File: config.mk
export PLATFORM = sky130hd
export DESIGN_NAME = bin2bcd_div3_seq
export DESIGN_NICKNAME = d
export VERILOG_FILES = /design/src/rtl/bin2bcd_div3_seq.sv
export SDC_FILE = /design/constraint.sdc
export NUM_CORES = 1
export LEC_CHECK = 0
export CAP_MARGIN = 10
export CORE_MARGIN = 2
export CORE_UTILIZATION = 59
export DETAILED_ROUTE_END_ITERATION = 10
export PLACE_DENSITY_LB_ADDON = 0.25
export SKIP_LAST_GASP = 1
export SLEW_MARGIN = 20
export SYNTH_ARGS = -nofsm -noshare
export SYNTH_HDL_FRONTEND = slang
export SYNTH_SLANG_ARGS = --single-unit
File: constraint.sdc
create_clock -name clk -period 4 [get_ports clk]
set_input_delay 1 -clock clk [delete_from_list [all_inputs] [get_ports clk]]
set_output_delay 1 -clock clk [all_outputs]
set_load 0.005 [all_outputs]
File: src/rtl/bin2bcd_div3_seq.sv
// ---------------------------------------------------------------------------
// bin2bcd_div3_seq
//
// Sequential binary-to-BCD converter (shift-and-add-3, "double dabble").
// A BIN_W-bit binary value is converted into four BCD digits over BIN_W
// clock cycles. A serial mod-3 remainder is also tracked on the bits as they
// shift out, which yields a divisible-by-3 flag for the converted value.
//
// Ports:
//   clk      rising-edge clock
//   rst      asynchronous, active-high reset
//   start    conversion request, sampled on the rising clk edge while idle
//   bin_in   binary value, captured only on the edge that accepts start
//   busy     high while a conversion is in progress
//   done     one-cycle pulse when the result outputs update
//   dig_a    thousands BCD digit
//   dig_b    hundreds BCD digit
//   dig_c    tens BCD digit
//   dig_d    units BCD digit
//   is_div3  1 when the converted value mod 3 == 0 (and no overflow)
//   ovf      1 when the last captured bin_in exceeded MAX_VAL
// ---------------------------------------------------------------------------
module bin2bcd_div3_seq #(
  parameter int BIN_W   = 14,
  parameter int MAX_VAL = 9999
) (
  input  logic             clk,
  input  logic             rst,
  input  logic             start,
  input  logic [BIN_W-1:0] bin_in,
  output logic             busy,
  output logic             done,
  output logic [3:0]       dig_a,
  output logic [3:0]       dig_b,
  output logic [3:0]       dig_c,
  output logic [3:0]       dig_d,
  output logic             is_div3,
  output logic             ovf
);

  localparam int CNT_W = $clog2(BIN_W);
  localparam logic [CNT_W-1:0] LAST_STEP = CNT_W'(BIN_W - 1);
  localparam logic [BIN_W-1:0] MAX_BIN   = BIN_W'(MAX_VAL);

  typedef enum logic {IDLE, CONV} state_t;

  state_t           state, state_n;
  logic [BIN_W-1:0] bin_reg, bin_reg_n;
  logic [15:0]      scratch, scratch_n;
  logic [1:0]       rem, rem_n;
  logic [CNT_W-1:0] count, count_n;
  logic             ovf_cap, ovf_cap_n;
  logic             done_n, is_div3_n, ovf_n;
  logic [3:0]       dig_a_n, dig_b_n, dig_c_n, dig_d_n;

  logic [15:0]      adj;
  logic [15:0]      scratch_shift;
  logic [BIN_W-1:0] bin_shift;
  logic             msb;
  logic [1:0]       rem_step;

  // Add 3 to a BCD nibble that is 5 or more, so that the following left
  // shift carries correctly into the next decimal digit.
  function automatic logic [3:0] add3(input logic [3:0] n);
    return (n >= 4'd5) ? n + 4'd3 : n;
  endfunction

  assign busy = (state == CONV);

  // State and datapath register; reset aborts any conversion in flight and
  // clears all results.
  always_ff @(posedge clk or posedge rst) begin
    if (rst) begin
      state   <= IDLE;
      bin_reg <= '0;
      scratch <= '0;
      rem     <= '0;
      count   <= '0;
      ovf_cap <= 1'b0;
      done    <= 1'b0;
      dig_a   <= '0;
      dig_b   <= '0;
      dig_c   <= '0;
      dig_d   <= '0;
      is_div3 <= 1'b0;
      ovf     <= 1'b0;
    end else begin
      state   <= state_n;
      bin_reg <= bin_reg_n;
      scratch <= scratch_n;
      rem     <= rem_n;
      count   <= count_n;
      ovf_cap <= ovf_cap_n;
      done    <= done_n;
      dig_a   <= dig_a_n;
      dig_b   <= dig_b_n;
      dig_c   <= dig_c_n;
      dig_d   <= dig_d_n;
      is_div3 <= is_div3_n;
      ovf     <= ovf_n;
    end
  end

  // One shift-and-add-3 step. All four nibbles are adjusted in parallel from
  // their pre-shift values, then {scratch, bin_reg} shifts left one bit. The
  // remainder follows the same bit: r' = (2r + msb) mod 3.
  always_comb begin
    adj = {add3(scratch[15:12]), add3(scratch[11:8]),
           add3(scratch[7:4]), add3(scratch[3:0])};
    msb           = bin_reg[BIN_W-1];
    scratch_shift = 16'({adj, msb});
    bin_shift     = {bin_reg[BIN_W-2:0], 1'b0};
    rem_step      = 2'd0;
    case ({rem, msb})
      3'b000:  rem_step = 2'd0;
      3'b001:  rem_step = 2'd1;
      3'b010:  rem_step = 2'd2;
      3'b011:  rem_step = 2'd0;
      3'b100:  rem_step = 2'd1;
      3'b101:  rem_step = 2'd2;
      default: rem_step = 2'd0;
    endcase
  end

  // Next-state and result logic. Results only change on the completion edge;
  // an overflowing input still runs the full conversion but reports zeros.
  always_comb begin
    state_n   = state;
    bin_reg_n = bin_reg;
    scratch_n = scratch;
    rem_n     = rem;
    count_n   = count;
    ovf_cap_n = ovf_cap;
    done_n    = 1'b0;
    dig_a_n   = dig_a;
    dig_b_n   = dig_b;
    dig_c_n   = dig_c;
    dig_d_n   = dig_d;
    is_div3_n = is_div3;
    ovf_n     = ovf;
    case (state)
      IDLE: begin
        if (start) begin
          bin_reg_n = bin_in;
          scratch_n = '0;
          rem_n     = '0;
          count_n   = '0;
          ovf_cap_n = (bin_in > MAX_BIN);
          state_n   = CONV;
        end
      end
      CONV: begin
        scratch_n = scratch_shift;
        bin_reg_n = bin_shift;
        rem_n     = rem_step;
        count_n   = count + 1'b1;
        if (count == LAST_STEP) begin
          state_n   = IDLE;
          count_n   = '0;
          done_n    = 1'b1;
          dig_a_n   = ovf_cap ? 4'd0 : scratch_shift[15:12];
          dig_b_n   = ovf_cap ? 4'd0 : scratch_shift[11:8];
          dig_c_n   = ovf_cap ? 4'd0 : scratch_shift[7:4];
          dig_d_n   = ovf_cap ? 4'd0 : scratch_shift[3:0];
          is_div3_n = (rem_step == 2'd0) && !ovf_cap;
          ovf_n     = ovf_cap;
        end
      end
      default: state_n = IDLE;
    endcase
  end

endmodule

### Yosys cells after proc, flatten, opt, wreduce, memory -nomap -nowiden

Cells that the tools add are included.

* bits in registers: 57
* bits of input ports: 17
* output and inout bits: 20
* logic and storage cells: 60

* add/subtract/negate cells: 5
* magnitude comparators: 5
* equality and inequality tests: 6
* multiplexer cells: 23
* bitwise logic cells: 1
* reduce and logical (&&, ||, !) cells: 7

Operators with widths (number)
* $mux 4: 9
* $pmux 16 s2: 1
* $pmux 14 s2: 1
* $ge 4x3->1 const B: 4
* $mux 16: 1
* $gt 14x14->1 const B: 1
* $mux 14: 1
* $add 4x2->4 const B: 3
* $pmux 2 s2: 2
* $pmux 4 s2: 1
* $eq 3x3->1 const B: 2
* $add 4x1->4 const B: 1
* $eq 4x4->1 const B: 1
* $mux 1: 4
* $reduce_and 2->1: 2
* $reduce_or 2->1: 2
* $add 3x2->3 const B: 1
* $eq 3x1->1 const B: 1
* $eq 3x2->1 const B: 1
* $mux 3: 1
* $logic_not 2->1: 1
* $mux 2: 1
* $ne 2x2->1 const B: 1
* $pmux 1 s2: 1
* other kinds (3): 3

### Depth between registers and ports, before layout

* depth in word-level cells: 5
* gate-level depth with buffers: 7
* depth with buffers taken out: 6

### Worst setup path before layout

OpenSTA, ideal clock, no wires.

* path type: in2reg
* from: input port bin_in[5]
* to: register ovf_cap
* library setup time: 0.127 ns
* data arrival time: 1.562 ns
* required time: 3.873 ns
* slack: 2.311 ns
* stages on the path: 4
* buffers on the path: 0
* cells stage by stage: nor4_1 nor2_1 o31ai_1 o21ai_0

* word-level cells in the longest chain between the ends: 1

RTL lines
* start: declaration: RTL line 30 `input logic [BIN_W-1:0] bin_in,`
* $gt 14x14->1: RTL line 148 `ovf_cap_n = (bin_in > MAX_BIN);`
* end signal: assignment: RTL line 93 `ovf_cap <= ovf_cap_n;`
* end: declaration: RTL line 52 `logic ovf_cap, ovf_cap_n;`

No other way between the ends.
A chain may end at the register's enable or synchronous reset.

### Worst setup path after layout

* from: input port start
* to: register bin_reg[3]

* word-level cells in the longest chain between the ends: 1

RTL lines
* start: declaration: RTL line 29 `input logic start,`
* $ne 2x2->1 (no line)
* end signal: assignment: RTL line 89 `bin_reg <= bin_reg_n;`
* end: declaration: RTL line 48 `logic [BIN_W-1:0] bin_reg, bin_reg_n;`

No other way between the ends.

==> results.ini <==
[routing]
drt-initial-drc-count=132
drc_errors=0
viasPerCell=5.63
routedWlPerCell_um=14.7
vias=2015
dr.pass1.iters=6
ant_nets=0
wl_mm=5.25

[setup_path]
cp-end-kind=register
cp.required_ns=4.18
critPathLaunchType=primary input
cp_max_fo=18
arrival_ns=2.40
crit_type=in2reg

[yosys]
syn_nets=288
synthTopCellsByArea=dfrtp_1, mux2i_1, nand2_1
async_flop_share=1.00
ys_top_cells_by_count=dfrtp_1, nand2_1, mux2i_1
yosys.area.top_type_share=0.504
ys_seq_area_frac=0.504
synth_edf_count=0
synth_ff_type=dfrtp_1
yosys_warnings=0
ys_ff_latch=57
synth_most_common_cell=dfrtp_1
synthesis.area_um2=2830
avgSynthCellArea_um2=10.8
synth_area_leader_cell=dfrtp_1
syn_inst=261
ys_types=34

[clocking]
cts.repair.resized=0
clockRootBuffer=clkbuf_8
tritoncts=built
hold_buffers=0
clk_pin_slew_ns=0.06
cts_max_level=3
clock_latency_ns=0.33
cts_inserted_buffers=9
clock_sinks=57
post-cts-setup-buffers=0
cts.path.max_buffers=2

[floorplanning]
chipWidth_um=73.3
initial_core_util=0.608
io_pins=37
std_cell_rows=25
coreArea_um2=4660
fp.dieH_um=73.3
dieArea_um2=5370

[place]
globalplace.congestion=0.827
place_hpwl_mm=3.61
io_buffers=36

[power]
p_comb_frac=0.413
seq_power_share=0.411
p_per_area_nw_per_um2=750
finalPower_mw=2.53
power.share.switching=0.363
ir_drop_v=0.000471
p_int_mw=1.61
leakage_nw=1.59
clock_power_share=0.177
switching_power_mw=0.917

[run]
drv_cap=0

[global_routing]
grt.total_usage=0.230
grt_overflow=0
grt_max_degree=62
antenna_found_initial=0
grt_pass1_wl_mm=9.25
grt_pass1_vias=1928

[final_layout]
regArea_um2=1430
drive_gt1_frac=0.109
nFillCells=357
final_nets=326
diodes=0
multiInputGateArea_um2=1280
largest_reg_flops=16
syn2layout_area_growth_pct=19.0
fin_util=0.723

[sta]
hold_slack_ns=0.471
slew_headroom=0.550
skew_ns=0.00461
timing.setup.tns_ns=0
min_period_ns=2.22
grt_setup_unrepaired=false
finalHoldViolations=0
slew_viol_final=0
timing.final.crit_share=0.555
fmax_mhz=450
tightest_slew_ns=0.675
setup_violations=0

[outcome]
status=complete, no violations

[min_path]
hold_path_class=reg2reg

==> critical path: stages <==
cell and delay, ns:
clkdlybuf4s50_1 0.72, buf_4 0.37, mux2i_1 0.22, o21ai_0 0.09
==> power groups by stage <==
| stage | Combinational, mW | Sequential (mW) | Clock (mW) |
|---|---|---|---|
| after global routing | 1.17 | 1.07 | 0.481 |
| after detailed placement | 1.05 | 1.04 | 0 |
| after CTS | 1.05 | 1.04 | 0.457 |
| after global placement | 0.999 | 1.03 | 0 |
| final | 1.04 | 1.04 | 0.447 |
| after floorplan | 0.744 | 0.987 | 0 |
==> per-stage QoR <==
step / worst slack, ns / instance area (µm²) / instances
2_1_floorplan: 1.60 / 2830 / 261
3_3_place_gp: 1.46 / 3210 / 342
3_5_place_dp: 1.44 / 3210 / 342
4_1_cts: 1.78 / 3370 / 358
5_1_grt: 1.63 / 3370 / 358
6_report: 1.78 / 3370 / 358
==> placed cells by master (no fill, tap or decap), types with 3 or more instances in the layout <==
master	instances
o21ai_0	21
a21oi_1	7
clkbuf_8	10
clkdlybuf4s50_1	36
nor2_1	5
a21oi_2	4
nor3b_1	9
nand2b_1	11
xnor2_1	5
dfrtp_1	56
o21ai_2	3
inv_1	10
o31ai_2	5
ha_1	10
nand2_1	34
buf_4	4
nand3_1	4
nor3_1	4
mux2i_1	23
clkbuf_1	6
a21o_1	9
a22o_1	12
o31ai_1	3
==> cells by family after synthesis <==
group,Yosys count,share of synthesized area
xor+xnor,6,0.0186
buf+inv,24,0.0437
flops,57,0.504
simple gates,74,0.137
fa+ha+maj,10,0.0442
compound gates,67,0.171
mux,23,0.0813
==> worst paths after layout <==
kind,startpoint,to,slack [ns],depth (start not counted)
max reg2reg,busy$_DFF_PP0_,dig_c[2]$_DFFE_PP0P_,1.97,4
min,ovf$_DFFE_PP0P_,ovf$_DFFE_PP0P_,0.47,2
min reg2reg,ovf$_DFFE_PP0P_,ovf$_DFFE_PP0P_,0.47,2
max,start,bin_reg[3]$_DFFE_PP0P_,1.78,4
min in group asynchronous,rst,bin_reg[9]$_DFFE_PP0P_,1.09,2
max in group asynchronous,rst,dig_a[1]$_DFFE_PP0P_,2.25,3
==> per-layer routing <==
metal | track usage | wire length [µm]
met5 | 0 | 0
met4 | 0.138 | 123
met3 | 0.0494 | 159
met2 | 0.336 | 2310
met1 | 0.314 | 2660
==> cell type report <==
type	count	share of cell area
Timing Repair Buffer	40	0.116
Inverter	11	0.0123
Multi-Input combinational cell	180	0.380
Tap cell	54	0.0201
Clock buffer	16	0.0475
Sequential cell	57	0.424
No activity file was read; power rests on OpenSTA's default activity.
==> RTL change 1 (same settings) <==
Put one more register stage on the output `dig_b`, without a reset. The value now appears one clock later. The other outputs are not delayed to match.
--- a/src/rtl/bin2bcd_div3_seq.sv
+++ b/src/rtl/bin2bcd_div3_seq.sv
@@ -45,4 +45,6 @@
   typedef enum logic {IDLE, CONV} state_t;
 
+  logic [3:0] dig_b_s0;
+
   state_t           state, state_n;
   logic [BIN_W-1:0] bin_reg, bin_reg_n;
@@ -80,5 +82,5 @@
       done    <= 1'b0;
       dig_a   <= '0;
-      dig_b   <= '0;
+      dig_b_s0 <= '0;
       dig_c   <= '0;
       dig_d   <= '0;
@@ -94,5 +96,5 @@
       done    <= done_n;
       dig_a   <= dig_a_n;
-      dig_b   <= dig_b_n;
+      dig_b_s0 <= dig_b_n;
       dig_c   <= dig_c_n;
       dig_d   <= dig_d_n;
@@ -134,5 +136,5 @@
     done_n    = 1'b0;
     dig_a_n   = dig_a;
-    dig_b_n   = dig_b;
+    dig_b_n   = dig_b_s0;
     dig_c_n   = dig_c;
     dig_d_n   = dig_d;
@@ -171,4 +173,8 @@
   end
 
+  always_ff @(posedge clk) begin
+    dig_b <= dig_b_s0;
+  end
+
 endmodule
 
Function: same outputs for any inputs over 10 cycles, from zero or initial values and one cycle with rst high; that may be too few to reach the edited logic, so the function may still have changed.
==> RTL change 1 against the unedited design <==
- die area rose by 2.9%
- cell area rose by 5.4%
- synthesized area rose by 3.1%
- worst hold slack got worse by 100 ps
- register-to-register slack got worse by 80 ps
- worst setup slack improved by 19 ps
- fmax rose by 0.86%
- largest cell class unchanged
- critical path depth fell by 3
- critical endpoint is now dig_a[2]
- total power rose by 9.2%
- routed wire length fell by 0.95%
- sequential share of layout area rose by 0.090 points
- final cell count rose by 5.6%
- sequential cell count rose by 4
==> RTL change 1: results (changes against the unedited design) <==
| Metric | Value |
|---|---|
| Status | `complete, no violations (unchanged)` |
| Pin count of the biggest net entering global routing | `62 (unchanged)` |
| Lkg Pwr | `1.65 nW (was 1.59 nW)` |
| Number of global-route vias before repair | `2017 (was 1928)` |
| Worst hold stages | `0 (was 2)` |
| Post-Place Cells | `362 (was 342)` |
| Clk buf depth | `2 (unchanged)` |
| Synth Net Count | `297 (was 288)` |
| Skew final | `10.5 ps (was 4.61 ps)` |
| Arrival time at the worst endpoint | `1200 ps (was 2400 ps)` |
| GP Congestion | `0.774 (was 0.827)` |
| CTS root buffer | `clkbuf_8 (unchanged)` |
| Worst-path clk slew | `60 ps (about the same)` |
| Peak supply drop | `0.442 mV (was 0.471 mV)` |
| Post-synth ARST share | `93.4% (was 100%)` |
| Pre-CTS setup slack | `1650 ps (was 1440 ps)` |
| Leading area contributor after synthesis | `dfrtp_1 (unchanged)` |
| Syn avg cell area | `10.8 sq um (about the same)` |
| Vias/cell | `5.30 (was 5.63)` |
| Fin cells | `378 (was 358)` |
| CTS H-tree lvls | `3 (unchanged)` |
| First-pass GRT wire length | `9.09 mm (was 9.25 mm)` |
| Commonest cells in the netlist | `dfrtp_1 (57), nand2_1 (35), mux2i_1 (26) (was dfrtp_1 (57), nand2_1 (34), mux2i_1 (23))` |
| Area contributors post-synth | `dfrtp_1 (49%), mux2i_1 (8.9%), nand2_1 (4.5%) (was dfrtp_1 (50%), mux2i_1 (8.1%), nand2_1 (4.5%))` |
| Worst R2R Start | `busy (unchanged)` |
| Initial DRC count | `88 (was 132)` |
| Initial antenna violation count | `0 (unchanged)` |
| Hold_sp | `dig_b_s0[3] (was ovf)` |
| Reg2reg setup slack | `1890 ps (was 1970 ps)` |
| Post-detail-place hpwl | `3.48 mm (was 3.61 mm)` |
| Worst Hold Class | `flop to flop (unchanged)` |
| First-pass DRT Iterations | `4 (was 6)` |
| Hold slack | `368 ps (was 471 ps)` |
| Max FFs per register | `16 (unchanged)` |
| Cts bufs inserted | `9 (unchanged)` |
| Layout cells sized above 1 | `10.6% (was 10.9%)` |
| Worst R2R End | `dig_a[0] (was dig_c[2])` |
| Total track usage | `22.1% (was 23.0%)` |
| Slowest cell on the critical path | `clkdlybuf4s50_1 (unchanged)` |
| Critical path's largest stage delay | `510 ps (was 720 ps)` |
| Worst slew margin | `47.5% (was 55.0%)` |
| Synth Warn # | `0 (unchanged)` |
| Hold EP | `dig_b[3] (was ovf)` |
| Sequential area share after synthesis | `51.6% (was 50.4%)` |
| Nets | `333 (was 326)` |
| Crit path max-delay family | `buffers and inverters (unchanged)` |
| Distinct cells, synth | `32 (was 34)` |
| DR WL/cell | `13.8 um (was 14.7 um)` |
| CP max FO | `2 (was 18)` |
RTL change 1: through the flow:
| step | area, sq um | utilization [%] | power [W] |
|---|---|---|---|
| global placement | 3320 | 69.9 | 0.00210 |
| finish | 3550 | 74.7 | 0.00276 |
| detailed placement | 3320 | 69.9 | 0.00216 |
| floorplan | 2920 | - | 0.00181 |
| global route | 3550 | 74.7 | 0.00297 |
| CTS | 3550 | 74.7 | 0.00278 |
RTL change 1: layout make-up:
cell class / instances / area [sq um]
sequential: 61 / 1510
multi-input combinational: 184 / 1300
fill: 356 / 1200
timing repair buffer: 39 / 395
clock buffer: 12 / 155
tap: 67 / 83.8
clock inverter: 4 / 70.1
inverter: 11 / 41.3
RTL change 1: worst max-delay path by stage:
| stage | startpoint | to | slack, ps | cells past startpoint |
|---|---|---|---|---|
| 2_1_floorplan | rst | bin_reg[0] | 1600 | 1 |
| 3_3_place_gp | start | bin_reg[7] | 1690 | 4 |
| 3_5_place_dp | start | bin_reg[8] | 1650 | 4 |
| 4_1_cts | dig_a[2] | dig_a[2] | 1790 | 1 |
| 5_1_grt | busy | dig_a[0] | 1740 | 4 |
| 6_report | dig_a[2] | dig_a[2] | 1800 | 1 |
RTL change 1: where the power goes:
part | leakage [nW] | switching, W | internal, W
clock | 0.116 | 0.000227 | 0.000383
combinational | 0.774 | 0.000508 | 0.000543
sequential | 0.760 | 0.000217 | 0.000881
total | 1.65 | 0.000952 | 0.00181
RTL change 1: logic make-up (layout without fill, tap and decap cells):
kind of cell               after synthesis  in the layout  share of synthesized area (%)
and+or+nand+nor                         80             80                           14.9
AOI/OAI and AO/OA                       62             62                           14.5
DFF                                     61             61                           51.6
muxes                                   26             26                           8.92
buffers and inverters                   25             66                           3.99
adders and majority gates               10             10                           4.29
xor gates and xnor gates                 6              6                           1.80
RTL change 1: per-layer routing:
| metal | vias to the layer above | part of all wire [%] | routed length (um) | global-route usage [%] |
|---|---|---|---|---|
| met5 | - | 0 | 0 | 0 |
| met4 | 0 | 1.3 | 68 | 7.14 |
| met3 | 7 | 3.3 | 174 | 6.91 |
| met2 | 36 | 50 | 2580 | 36.6 |
| met1 | 957 | 46 | 2380 | 27.8 |
| li1 | 1003 | - | - | - |
==> RTL change 2 (config.mk and constraints unchanged) <==
Made on the original files. Change the parameter `BIN_W` from 14 to 28.
--- a/src/rtl/bin2bcd_div3_seq.sv
+++ b/src/rtl/bin2bcd_div3_seq.sv
@@ -22,5 +22,5 @@
 // ---------------------------------------------------------------------------
 module bin2bcd_div3_seq #(
-  parameter int BIN_W   = 14,
+  parameter int BIN_W   = 28,
   parameter int MAX_VAL = 9999
 ) (
Interface: changed (resized bin_in); port bits go from 37 to 51. No check against the original RTL was run, so the function may have changed too.
==> RTL change 2 against the unedited design <==
- synthesized area is 24% higher
- clock power rose by 17%
- sequential share of layout area rose by 0.39 points
- worst setup slack got worse by 390 ps
- largest power group unchanged
- die area rose by 23%
- sequential cell count is 15 higher
- cell area grew 25%
- routed wire length rose by 31%
- total power rose by 11%
- worst hold slack better by 13 ps
==> RTL change 2: results (changes against the unedited design) <==
| Metric | Value |
|---|---|
| Vias/cell | `5.72 (was 5.63)` |
| Internal power | `0.00182 W (was 0.00161 W)` |
| Invs w/o clock | `10 (was 11)` |
| Post-synth ARST share | `100% (unchanged)` |
| CTS H-tree lvls | `3 (unchanged)` |
| Data buffer area share | `12.3% (was 11.6%)` |
| Clkbuf count | `12 (was 16)` |
| Final wirelength | `6.87 mm (was 5.25 mm)` |
| Area contributors post-synth | `dfrtp_1 (51%), mux2i_1 (10%), o21ai_0 (6.3%) (was dfrtp_1 (50%), mux2i_1 (8.1%), nand2_1 (4.5%))` |
| Post-CTS sizing | `0 (unchanged)` |
| Hold EP | `bin_reg[4] (was ovf)` |
| Nets | `421 (was 326)` |
| Reg2reg setup slack | `1790 ps (was 1970 ps)` |
| Lkg Pwr | `1.93 nW (was 1.59 nW)` |
| Critical path's largest stage delay | `660 ps (was 720 ps)` |
| Clk cell area share | `4.16% (was 4.75%)` |
| Synthesis-stage register bit count | `72 (was 57)` |
| GP Congestion | `0.755 (was 0.827)` |
| Hold_sp | `bin_reg[3] (was ovf)` |
| Multi-In Gates | `235 (was 180)` |
| Max FFs per register | `28 (was 16)` |
| Commonest cells in the netlist | `dfrtp_1 (72), nand2_1 (47), o21ai_0 (44) (was dfrtp_1 (57), nand2_1 (34), mux2i_1 (23))` |
| Synth Net Count | `376 (was 288)` |
| Worst R2R End | `dig_c[0] (was dig_c[2])` |
| Post-detail-place hpwl | `4.55 mm (was 3.61 mm)` |
| Layout cells sized above 1 | `8.29% (was 10.9%)` |
| Number of global-route vias before repair | `2502 (was 1928)` |
| Register share of the cell area | `42.8% (was 42.4%)` |
| Crit path max-delay family | `flip-flops (was buffers and inverters)` |
| Sequential fraction of design power | `44.1% (was 41.1%)` |
| Initial DRC count | `195 (was 132)` |
| Bufs w/o clock | `53 (was 40)` |
| CP max FO | `23 (was 18)` |
| Clock Power | `0.000525 W (was 0.000447 W)` |
| Filler cell count | `421 (was 357)` |
| First-pass GRT wire length | `11.7 mm (was 9.25 mm)` |
| Switching Share | `35.2% (was 36.3%)` |
| Slowest cell on the critical path | `dfrtp_2 (was clkdlybuf4s50_1)` |
| Worst slew margin | `39.8% (was 55.0%)` |
| Sequential area share after synthesis | `51.2% (was 50.4%)` |
| First-pass DRT Iterations | `4 (was 6)` |
| Most used DFF post-synth | `dfrtp_1 (unchanged)` |
| Total track usage | `23.0% (about the same)` |
| Status | `complete, no violations (unchanged)` |
| Fraction of area in multi-input gates | `37.7% (was 38.0%)` |
| Skew final | `11.5 ps (was 4.61 ps)` |
| Clock latency on the worst-skew pair | `350 ps (was 330 ps)` |
| Worst-path clk slew | `80 ps (was 60 ps)` |
| Port buffer count | `50 (was 36)` |
## RTL change 2: cells by family after synthesis
| group | Yosys count | synth area share (%) |
|---|---|---|
| and+or+nand+nor | 98 | 14.3 |
| adders and majority gates | 9 | 3.20 |
| xor gates and xnor gates | 7 | 1.74 |
| muxes | 37 | 10.6 |
| buffers and inverters | 29 | 3.77 |
| DFF | 72 | 51.2 |
| AOI/OAI and AO/OA | 84 | 15.3 |
## RTL change 2: worst max path at each step
stage | start | end | slack, ps | cells past startpoint
finish | busy | busy | 1390 | 1
global route | busy | busy | 1330 | 1
CTS | busy | busy | 1380 | 1
detailed placement | start | ovf_cap | 1550 | 5
global placement | start | ovf_cap | 1570 | 5
floorplan | rst | bin_reg[0] | 1180 | 1
## RTL change 2: layer usage
layer / share of wire, % / wire length [um] / vias up / GRT usage, %
met1: 47 / 3230 / 1305 / 31.5
met2: 48 / 3300 / 65 / 36.2
met5: 0 / 0 / - / 0
li1: - / - / 1260 / -
met4: 1.6 / 110 / 0 / 10.7
met3: 3.2 / 223 / 9 / 3.22
## RTL change 2: stage by stage
| stage | setup slack, ps | hold WS, ps | util (%) | cells | instance area (sq um) |
|---|---|---|---|---|---|
| 3_5_place_dp | 1550 | 470 | 69.1 | 445 | 4040 |
| 3_3_place_gp | 1570 | 461 | 69.1 | 445 | 4040 |
| 6_report | 1390 | 484 | 72.0 | 461 | 4220 |
| 2_1_floorplan | 1180 | 449 | - | 336 | 3520 |
| 5_1_grt | 1330 | 506 | 72.0 | 461 | 4220 |
| 4_1_cts | 1380 | 491 | 72.0 | 461 | 4220 |
